--- src/rtl/buffer_arbiter_pkg.sv ---
// buffer_arbiter_pkg: shared widths, FSM state and owner encoding for the packet buffer arbiter.
package buffer_arbiter_pkg;
  localparam int FSMC_WIDTH = 16;
  localparam int BUF_ADDR_W = 12;
  localparam int BURST_LEN_W = 8;
  localparam int LENTH_BUFER = 1 << BUF_ADDR_W;
  localparam logic OWN_H = 1'b0;
  localparam logic OWN_L = 1'b1;
  typedef enum logic {IDLE, BURST} state_e;
endpackage

--- src/rtl/buffer_rd_return.sv ---
// buffer_rd_return: aligns read owner tags with the buffer's registered read and captures RDATA.
module buffer_rd_return
  import buffer_arbiter_pkg::*;
#(
  parameter int DATA_W = FSMC_WIDTH
) (
  input  logic              clk,
  input  logic              rst_n,
  input  logic              rd_i,
  input  logic              own_i,
  input  logic [DATA_W-1:0] mem_data_i,
  output logic [DATA_W-1:0] rdata_o,
  output logic              h_rvalid_o,
  output logic              l_rvalid_o
);
  logic [1:0] v_q, own_q;
  logic h_rv_q, l_rv_q;
  logic [DATA_W-1:0] rdata_q;
  // stage 0 tracks the command register, stage 1 the buffer's output register
  always_ff @(posedge clk or negedge rst_n)
    if (!rst_n) begin
      v_q <= '0;
      own_q <= '0;
      h_rv_q <= 1'b0;
      l_rv_q <= 1'b0;
      rdata_q <= '0;
    end else begin
      v_q <= {v_q[0], rd_i};
      own_q <= {own_q[0], own_i};
      h_rv_q <= v_q[1] & (own_q[1] == OWN_H);
      l_rv_q <= v_q[1] & (own_q[1] == OWN_L);
      if (v_q[1]) rdata_q <= mem_data_i;
    end
  assign rdata_o = rdata_q;
  assign h_rvalid_o = h_rv_q;
  assign l_rvalid_o = l_rv_q;
endmodule

--- src/rtl/buffer_arbiter.sv ---
// buffer_arbiter: round-robin burst arbiter sequencing H and L requesters onto the single-port buffer.
module buffer_arbiter
  import buffer_arbiter_pkg::*;
#(
  parameter int DATA_W = FSMC_WIDTH,
  parameter int ADDR_W = BUF_ADDR_W,
  parameter int LEN_W  = BURST_LEN_W
) (
  input  logic              CLK,
  input  logic              RESET,
  input  logic              H_REQ,
  input  logic              L_REQ,
  input  logic              H_WE,
  input  logic              L_WE,
  input  logic [ADDR_W-1:0] H_ADDR,
  input  logic [ADDR_W-1:0] L_ADDR,
  input  logic [LEN_W-1:0]  H_LEN,
  input  logic [LEN_W-1:0]  L_LEN,
  input  logic [DATA_W-1:0] H_WDATA,
  input  logic [DATA_W-1:0] L_WDATA,
  output logic              H_GNT,
  output logic              L_GNT,
  output logic              H_WACK,
  output logic              L_WACK,
  output logic [DATA_W-1:0] H_RDATA,
  output logic [DATA_W-1:0] L_RDATA,
  output logic              H_RVALID,
  output logic              L_RVALID,
  output logic              BUSY,
  output logic              MEM_READ_WRITE,
  output logic [DATA_W-1:0] MEM_IN_DATA,
  output logic [15:0]       MEM_COLUMN_ADDR,
  output logic [15:0]       MEM_ROW_ADDR,
  input  logic [DATA_W-1:0] MEM_OUT_DATA
);
  state_e state_q, state_d;
  logic gap_q, gap_d, last_q, last_d, we_q, we_d, own_q, own_d, rw_q, rw_d;
  logic [ADDR_W-1:0] addr_q, addr_d;
  logic [LEN_W-1:0] cnt_q, cnt_d, sel_len;
  logic [DATA_W-1:0] wdata_q, wdata_d, rdata;
  logic idle, win_l, grant, issue, beat_own, beat_we, beat_wr, last_beat;
  // gap_q blocks a grant in the cycle right after a burst's final beat
  always_comb begin
    idle = state_q == IDLE;
    win_l = L_REQ & (~H_REQ | (last_q == OWN_H));
    grant = RESET & idle & ~gap_q & (H_REQ | L_REQ);
    issue = grant | ~idle;
    sel_len = win_l ? L_LEN : H_LEN;
    beat_own = idle ? win_l : own_q;
    beat_we = idle ? (win_l ? L_WE : H_WE) : we_q;
    beat_wr = issue & beat_we;
    last_beat = idle ? sel_len == '0 : cnt_q == LEN_W'(1);
    state_d = (grant & ~last_beat) ? BURST : (~idle & last_beat) ? IDLE : state_q;
    gap_d = issue & last_beat;
    cnt_d = grant ? sel_len : idle ? cnt_q : cnt_q - 1'b1;
    addr_d = grant ? (win_l ? L_ADDR : H_ADDR) : idle ? addr_q : addr_q + 1'b1;
    we_d = grant ? beat_we : we_q;
    own_d = grant ? win_l : own_q;
    last_d = grant ? win_l : last_q;
    rw_d = ~beat_wr;
    wdata_d = beat_wr ? (beat_own ? L_WDATA : H_WDATA) : wdata_q;
  end
  always_ff @(posedge CLK or negedge RESET)
    if (!RESET) begin
      state_q <= IDLE;
      gap_q <= 1'b0;
      last_q <= OWN_L;
      we_q <= 1'b0;
      own_q <= OWN_H;
      cnt_q <= '0;
      addr_q <= '0;
      rw_q <= 1'b1;
      wdata_q <= '0;
    end else begin
      state_q <= state_d;
      gap_q <= gap_d;
      last_q <= last_d;
      we_q <= we_d;
      own_q <= own_d;
      cnt_q <= cnt_d;
      addr_q <= addr_d;
      rw_q <= rw_d;
      wdata_q <= wdata_d;
    end
  buffer_rd_return #(.DATA_W(DATA_W)) u_rd_return (
    .clk(CLK),
    .rst_n(RESET),
    .rd_i(issue & ~beat_we),
    .own_i(beat_own),
    .mem_data_i(MEM_OUT_DATA),
    .rdata_o(rdata),
    .h_rvalid_o(H_RVALID),
    .l_rvalid_o(L_RVALID)
  );
  assign H_GNT = grant & ~win_l;
  assign L_GNT = grant & win_l;
  assign H_WACK = beat_wr & (beat_own == OWN_H);
  assign L_WACK = beat_wr & (beat_own == OWN_L);
  assign H_RDATA = rdata;
  assign L_RDATA = rdata;
  assign BUSY = state_q == BURST;
  assign MEM_READ_WRITE = rw_q;
  assign MEM_IN_DATA = wdata_q;
  assign MEM_COLUMN_ADDR = 16'(addr_q);
  assign MEM_ROW_ADDR = '0;
endmodule

--- config.mk ---
export PLATFORM = sky130hd
export DESIGN_NAME = buffer_arbiter
export DESIGN_NICKNAME = d
export VERILOG_FILES = /design/src/rtl/buffer_arbiter_pkg.sv /design/src/rtl/buffer_rd_return.sv /design/src/rtl/buffer_arbiter.sv
export SDC_FILE = /design/constraint.sdc
export NUM_CORES = 1
export LEC_CHECK = 0
export CAP_MARGIN = 20
export CORE_MARGIN = 2
export CORE_UTILIZATION = 31
export DETAILED_ROUTE_END_ITERATION = 12
export PLACE_DENSITY = 0.66
export SYNTH_ARGS = -nofsm -noshare
export SYNTH_HDL_FRONTEND = slang
export SYNTH_SLANG_ARGS = --single-unit
--- constraint.sdc ---
create_clock -name CLK -period 2 [get_ports CLK]
set_clock_uncertainty 0.2 [all_clocks]
set_input_delay 0.4 -clock CLK [delete_from_list [all_inputs] [get_ports CLK]]
set_output_delay 0.4 -clock CLK [all_outputs]
set_load 0.005 [all_outputs]
---- Yosys cells after proc, flatten, opt, wreduce, memory -nomap -nowiden ----
Index checks and enable logic that the tools add are counted.
cells by class
  $add $sub $neg .......................... 2
  muxes and demuxes ....................... 13
  reductions and logical operators ........ 3
  eq/ne operators ......................... 1
  bitwise gates (word level) .............. 28
operators with widths
  kind                                                  number
  2-to-1 mux 12 bit                                     3
  2-to-1 mux 8 bit                                      3
  2-to-1 mux 16 bit                                     1
  AND 1 bit                                             15
  adder 12 x 1 -> 12 bit (second input constant)        1
  NOT 1 bit                                             10
  equality test 8 x 1 -> 1 bit (second input constant)  1
  logical NOT 8 bit                                     1
  subtractor 8 x 1 -> 8 bit (second input constant)     1
  2-to-1 mux 1 bit                                      6
  nonzero test 2 bit                                    2
  bitwise OR 1 bit                                      3
storage, ports and cells
  output and inout port bits .............. 88
  bits of input ports ..................... 94
  logic and storage cells ................. 61
  flip-flop bits (word level) ............. 64

---- Longest topological paths before layout ----
  depth after elaboration ................. 9
  gate-level depth with buffers ........... 7
  mapped depth without buffers ............ 5

---- Hierarchy ----
From an unflattened synthesis, not the netlist that was laid out.
second synthesis, totals
  cell total of the unflattened synthesis .. 340
  area, all modules ....................... 3778.6 um2
modules (own cells, without submodules)
  module            area each (um2)  sequential area each (um2)  cells an instance  instances
  buffer_arbiter    2974.1           1053.5                      298                1
  buffer_rd_return  804.5            550.5                       42                 1

---- Worst setup path after synthesis ----
Ideal clock, no wire load.
  path kind ............................... reg2out
  start ................................... reg state_q (netlist: BUSY)
  end ..................................... out H_WACK
  stages on the path, launching flop included .. 8
  data required time ...................... 1.400 ns
  buffers on the path ..................... 2
  path slack .............................. -0.206 ns
  data arrival time ....................... 1.606 ns
  cell sequence ........................... dfrtp_1 buf_2 nor3b_4 nand2_1 o21ai_4 buf_8 inv_1 nor2_1
on the way
  cells in the longest elaborated chain, start to end .. 7
  elaborated cells between the ends (all ways) .. 10
  those cells by class .................... 2 x mux; 8 x bitwise
RTL lines
  what                    RTL line              source
  start, declared         buffer_arbiter.sv:36  state_e state_q, state_d;
  start signal, assigned  buffer_arbiter.sv:75  state_q <= state_d;
  NOT 1 bit               buffer_arbiter.sv:44  idle = state_q == IDLE;
  AND 1 bit (3 in a row)  buffer_arbiter.sv:46  grant = RESET & idle & ~gap_q & (H_REQ | L_REQ);
  bitwise OR 1 bit        buffer_arbiter.sv:47  issue = grant | ~idle;
  AND 1 bit               buffer_arbiter.sv:51  beat_wr = issue & beat_we;
  AND 1 bit (*)           buffer_arbiter.sv:97  assign H_WACK = beat_wr & (beat_own == OWN_H);
  end, declared           buffer_arbiter.sv:23  output logic H_WACK,
Every way passes the cells marked *; elsewhere a longest branch is shown, timed or not.

---- Worst setup path after layout ----
  start ................................... reg last_q
  end ..................................... out L_WACK
on the way
  cells in the longest elaborated chain, start to end .. 7
  elaborated cells between the ends (all ways) .. 8
  those cells by class .................... 3 x mux; 5 x bitwise
RTL lines
  what                           RTL line              source
  start, declared                buffer_arbiter.sv:37  logic gap_q, gap_d, last_q, last_d, we_q, we_d, own_q, own_d, rw_q, rw_d;
  start signal, assigned         buffer_arbiter.sv:77  last_q <= last_d;
  NOT 1 bit (*)                  buffer_arbiter.sv:45  win_l = L_REQ & (~H_REQ | (last_q == OWN_H));
  bitwise OR 1 bit (*)           buffer_arbiter.sv:45
  AND 1 bit (*)                  buffer_arbiter.sv:45
  2-to-1 mux 1 bit (2 in a row)  buffer_arbiter.sv:50  beat_we = idle ? (win_l ? L_WE : H_WE) : we_q;
  AND 1 bit                      buffer_arbiter.sv:51
  AND 1 bit (*)                  buffer_arbiter.sv:98  assign L_WACK = beat_wr & (beat_own == OWN_L);
  end, declared                  buffer_arbiter.sv:24  output logic L_WACK,
Marked as above.

==> results.json <==
{
  "switching_power_uw": 2620,
  "yosys.area.top_type_share": 0.412,
  "crit_buf_inv": 2,
  "wl_met2_um": 5380,
  "cp-startpoint": "last_q",
  "hold_viol_final": 0,
  "multi_input_area_um2": 1970,
  "status": "finished with violations",
  "fmax_mhz": 457,
  "start_kind": "flop",
  "drive_gt1_frac": 0.285,
  "grt_pass1_vias": 3405,
  "violations": "negative setup slack",
  "power.leakage_uw": 0.00261,
  "crit_path_cell_trace": "a21boi_4 -> mux2i_2 -> o21ai_4 -> inv_6 -> nor2_4 -> buf_6",
  "nFillCells": 1107,
  "syn_area_per_cell_um2": 11.3,
  "rsz0062_at_grt": "yes",
  "grt_max_degree": 43,
  "routed_wl_um": 10700,
  "crit_path_top_delay_cell": "dfstp_2",
  "worst_slew_pin_slew_ps": 556,
  "clk_latency_ps": 330,
  "setup_viol": 20,
  "drtAntennaViolNets": 0,
  "cts_max_path_buffers": 2,
  "endpoint_kind": "output pin",
  "htree_num_levels": 3,
  "layout_min_cycle_time_ps": 2190,
  "die_area_um2": 13100,
  "synth.most_common_cell": "dfrtp_1",
  "drtPass1Iterations": 4,
  "ys_types": 56,
  "clkTransAtPathRegs_ps": 60,
  "grt_pass1_wl_um": 16900,
  "remaining_drc_errors": 0,
  "place_ws_ps": -781,
  "combPwrFrac": 0.517,
  "vias": 3341,
  "core_area_um2": 12000,
  "synthTopCellsByArea": "dfrtp_1 41%, mux2_2 12%, buf_4 7.4%",
  "cts_buffers": 9,
  "p_sw_frac": 0.318,
  "synth-seq-cells": 64,
  "power_density_nw_per_um2": 1330,
  "wl_per_cell_um": 15.9,
  "synth_top_area_cell": "dfrtp_1",
  "highest_layer": "met4",
  "boundaryPins": 182,
  "wl_met1_um": 4360,
  "p_clk_frac": 0.178,
  "final_util": 0.517,
  "n_antenna_cell": 0,
  "postSynthCellCount": 333,
  "cts_tree": "yes",
  "drtIter0Drc": 216,
  "synth_seq_area_share": 0.426,
  "nets": 619,
  "dr_wl_met3_um": 732,
  "gp_congestion": 0.812,
  "netlist_area_um2": 3770,
  "antenna_found_initial": 0,
  "async_flop_share": 1.00,
  "start_util": 0.315,
  "max_slew_margin": 0.629,
  "root_buffer": "clkbuf_16",
  "grtUsageTotal": 0.162,
  "required_ps": 1400,
  "vias_per_cell": 4.96,
  "die_h_um": 114,
  "area_delta_synth_final_pct": 64.1,
  "fin_ws_ps": -189,
  "min_period_over_period": 1.09,
  "ys.flop_type": "dfrtp_1",
  "synth_common_cells": "62 x dfrtp_1, 40 x mux2_2, 37 x buf_4",
  "path_class": "reg2out",
  "drv_slew": 0,
  "worstPathArrival_ps": 1590,
  "portBuffers": 161,
  "overflow": 0,
  "dp_hpwl_um": 7890,
  "cts_sinks": 64,
  "die_width_um": 114,
  "r2r_start": "last_q",
  "hold_path_class": "in2async",
  "cp_max_fo": 3,
  "path_delay_family": "flip-flops",
  "vdd_drop_max_mv": 0.500,
  "internal_power_uw": 5620,
  "cpPeakStageDelay_ps": 550,
  "synth_edf_count": 0,
  "num_rows": 40,
  "final-seq-area_um2": 1610,
  "seq_power_share": 0.304,
  "yosysWarningCount": 0,
  "drv_cap": 0
}
-- final cells by class --
cell class              instances  area share
well taps                     147      0.0298
repair buffers                209       0.340
inverters                       6     0.00486
flip-flops and latches         64       0.260
multi-input cells             232       0.319
clock buffers                  10      0.0387
clock inverters                 6     0.00729
-- power groups by stage --
| stage | clock (uW) | sequential, uW | combinational [uW] |
|---|---|---|---|
| after global placement | 0 | 2490 | 3880 |
| after global routing | 1590 | 2620 | 4600 |
| after floorplan | 0 | 2480 | 2130 |
| after detailed placement | 0 | 2520 | 3950 |
| final | 1470 | 2510 | 4270 |
| after CTS | 1510 | 2500 | 4080 |
-- through the flow --
stage / cells / power, uW / TNS [ps] / hold slack, ps / instance area [um^2]
3_5_place_dp: 641 / 6470 / -20550 / 136 / 5550
2_1_floorplan: 352 / 4610 / -546 / -95.6 / 3870
4_1_cts: 665 / 8090 / -2290 / 147 / 5960
6_report: 674 / 8250 / -1870 / 133 / 6180
5_1_grt: 674 / 8810 / -2890 / 156 / 6180
3_3_place_gp: 641 / 6380 / -19060 / 134 / 5550
-- flip-flops by register name (all words and copies together) (netlist names) --
register	flops
u_rd_return.rdata_o	16
MEM_READ_WRITE	1
MEM_IN_DATA	16
u_rd_return.own_q	2
last_q	1
u_rd_return.l_rvalid_o	1
u_rd_return.v_q	2
u_rd_return.h_rvalid_o	1
own_q	1
we_q	1
addr_q	12
cnt_q	8
BUSY	1
gap_q	1
-- per-layer routing --
| metal | vias to the layer above | GRT usage |
|---|---|---|
| met5 | - | 0 |
| met4 | 0 | 0.0707 |
| met3 | 20 | 0.0291 |
| met2 | 141 | 0.280 |
| met1 | 1619 | 0.199 |
| li1 | 1561 | - |
-- path summary, 6_finish.rpt --
| path | end | slack [ps] | cells after the start |
|---|---|---|---|
| max | L_WACK | -190 | 6 |
| min | MEM_IN_DATA[8] | 130 | 3 |
| max reg2reg | MEM_IN_DATA[3] | -100 | 7 |
| min reg2reg | u_rd_return.v_q[1] | 150 | 0 |
| max in group asynchronous | u_rd_return.own_q[1] | 710 | 4 |
| min in group CLK | u_rd_return.v_q[1] | 150 | 0 |
-- worst register-to-register path: stages (launching register included) --
cell and delay [ps]:
dfstp_2 550, a21boi_4 70, buf_6 140, mux2i_4 150, buf_6 170, buf_8 150, mux2_4 300, mux2_2 260
-- cells in the final DEF (no fill, tap or decap), drive strengths merged, types with 4 or more instances in the layout --
master / instances
o21ai: 6
a31oi: 4
buf: 49
nand4: 8
or3: 5
a21oi: 11
nand3: 6
inv: 6
dfrtp: 62
xor2: 4
mux2i: 14
conb: 20
a222oi: 6
a22oi: 4
clkbuf: 12
nor3: 11
nor4: 5
nand2: 9
nor2: 16
clkdlybuf4s50: 153
a211oi: 5
mux2: 57
-- timing repair --
action	CTS	global route
endpoints found under the hold margin	21	0
hold buffers	2	0
buffers inserted	6	7
cloned	0	2
pin swaps	5	6
gates resized for setup	40	30
endpoints found under the setup margin	36	36
-- logic make-up after synthesis --
logic type / synth area share
and+or+nand+nor: 0.114
muxes: 0.228
DFF: 0.426
buffers and inverters: 0.0990
AOI/OAI and AO/OA: 0.109
xor gates and xnor gates: 0.0139
adders and majority gates: 0.00996
other: 0.000995
Note: power is estimated with default switching activity, not from simulation.
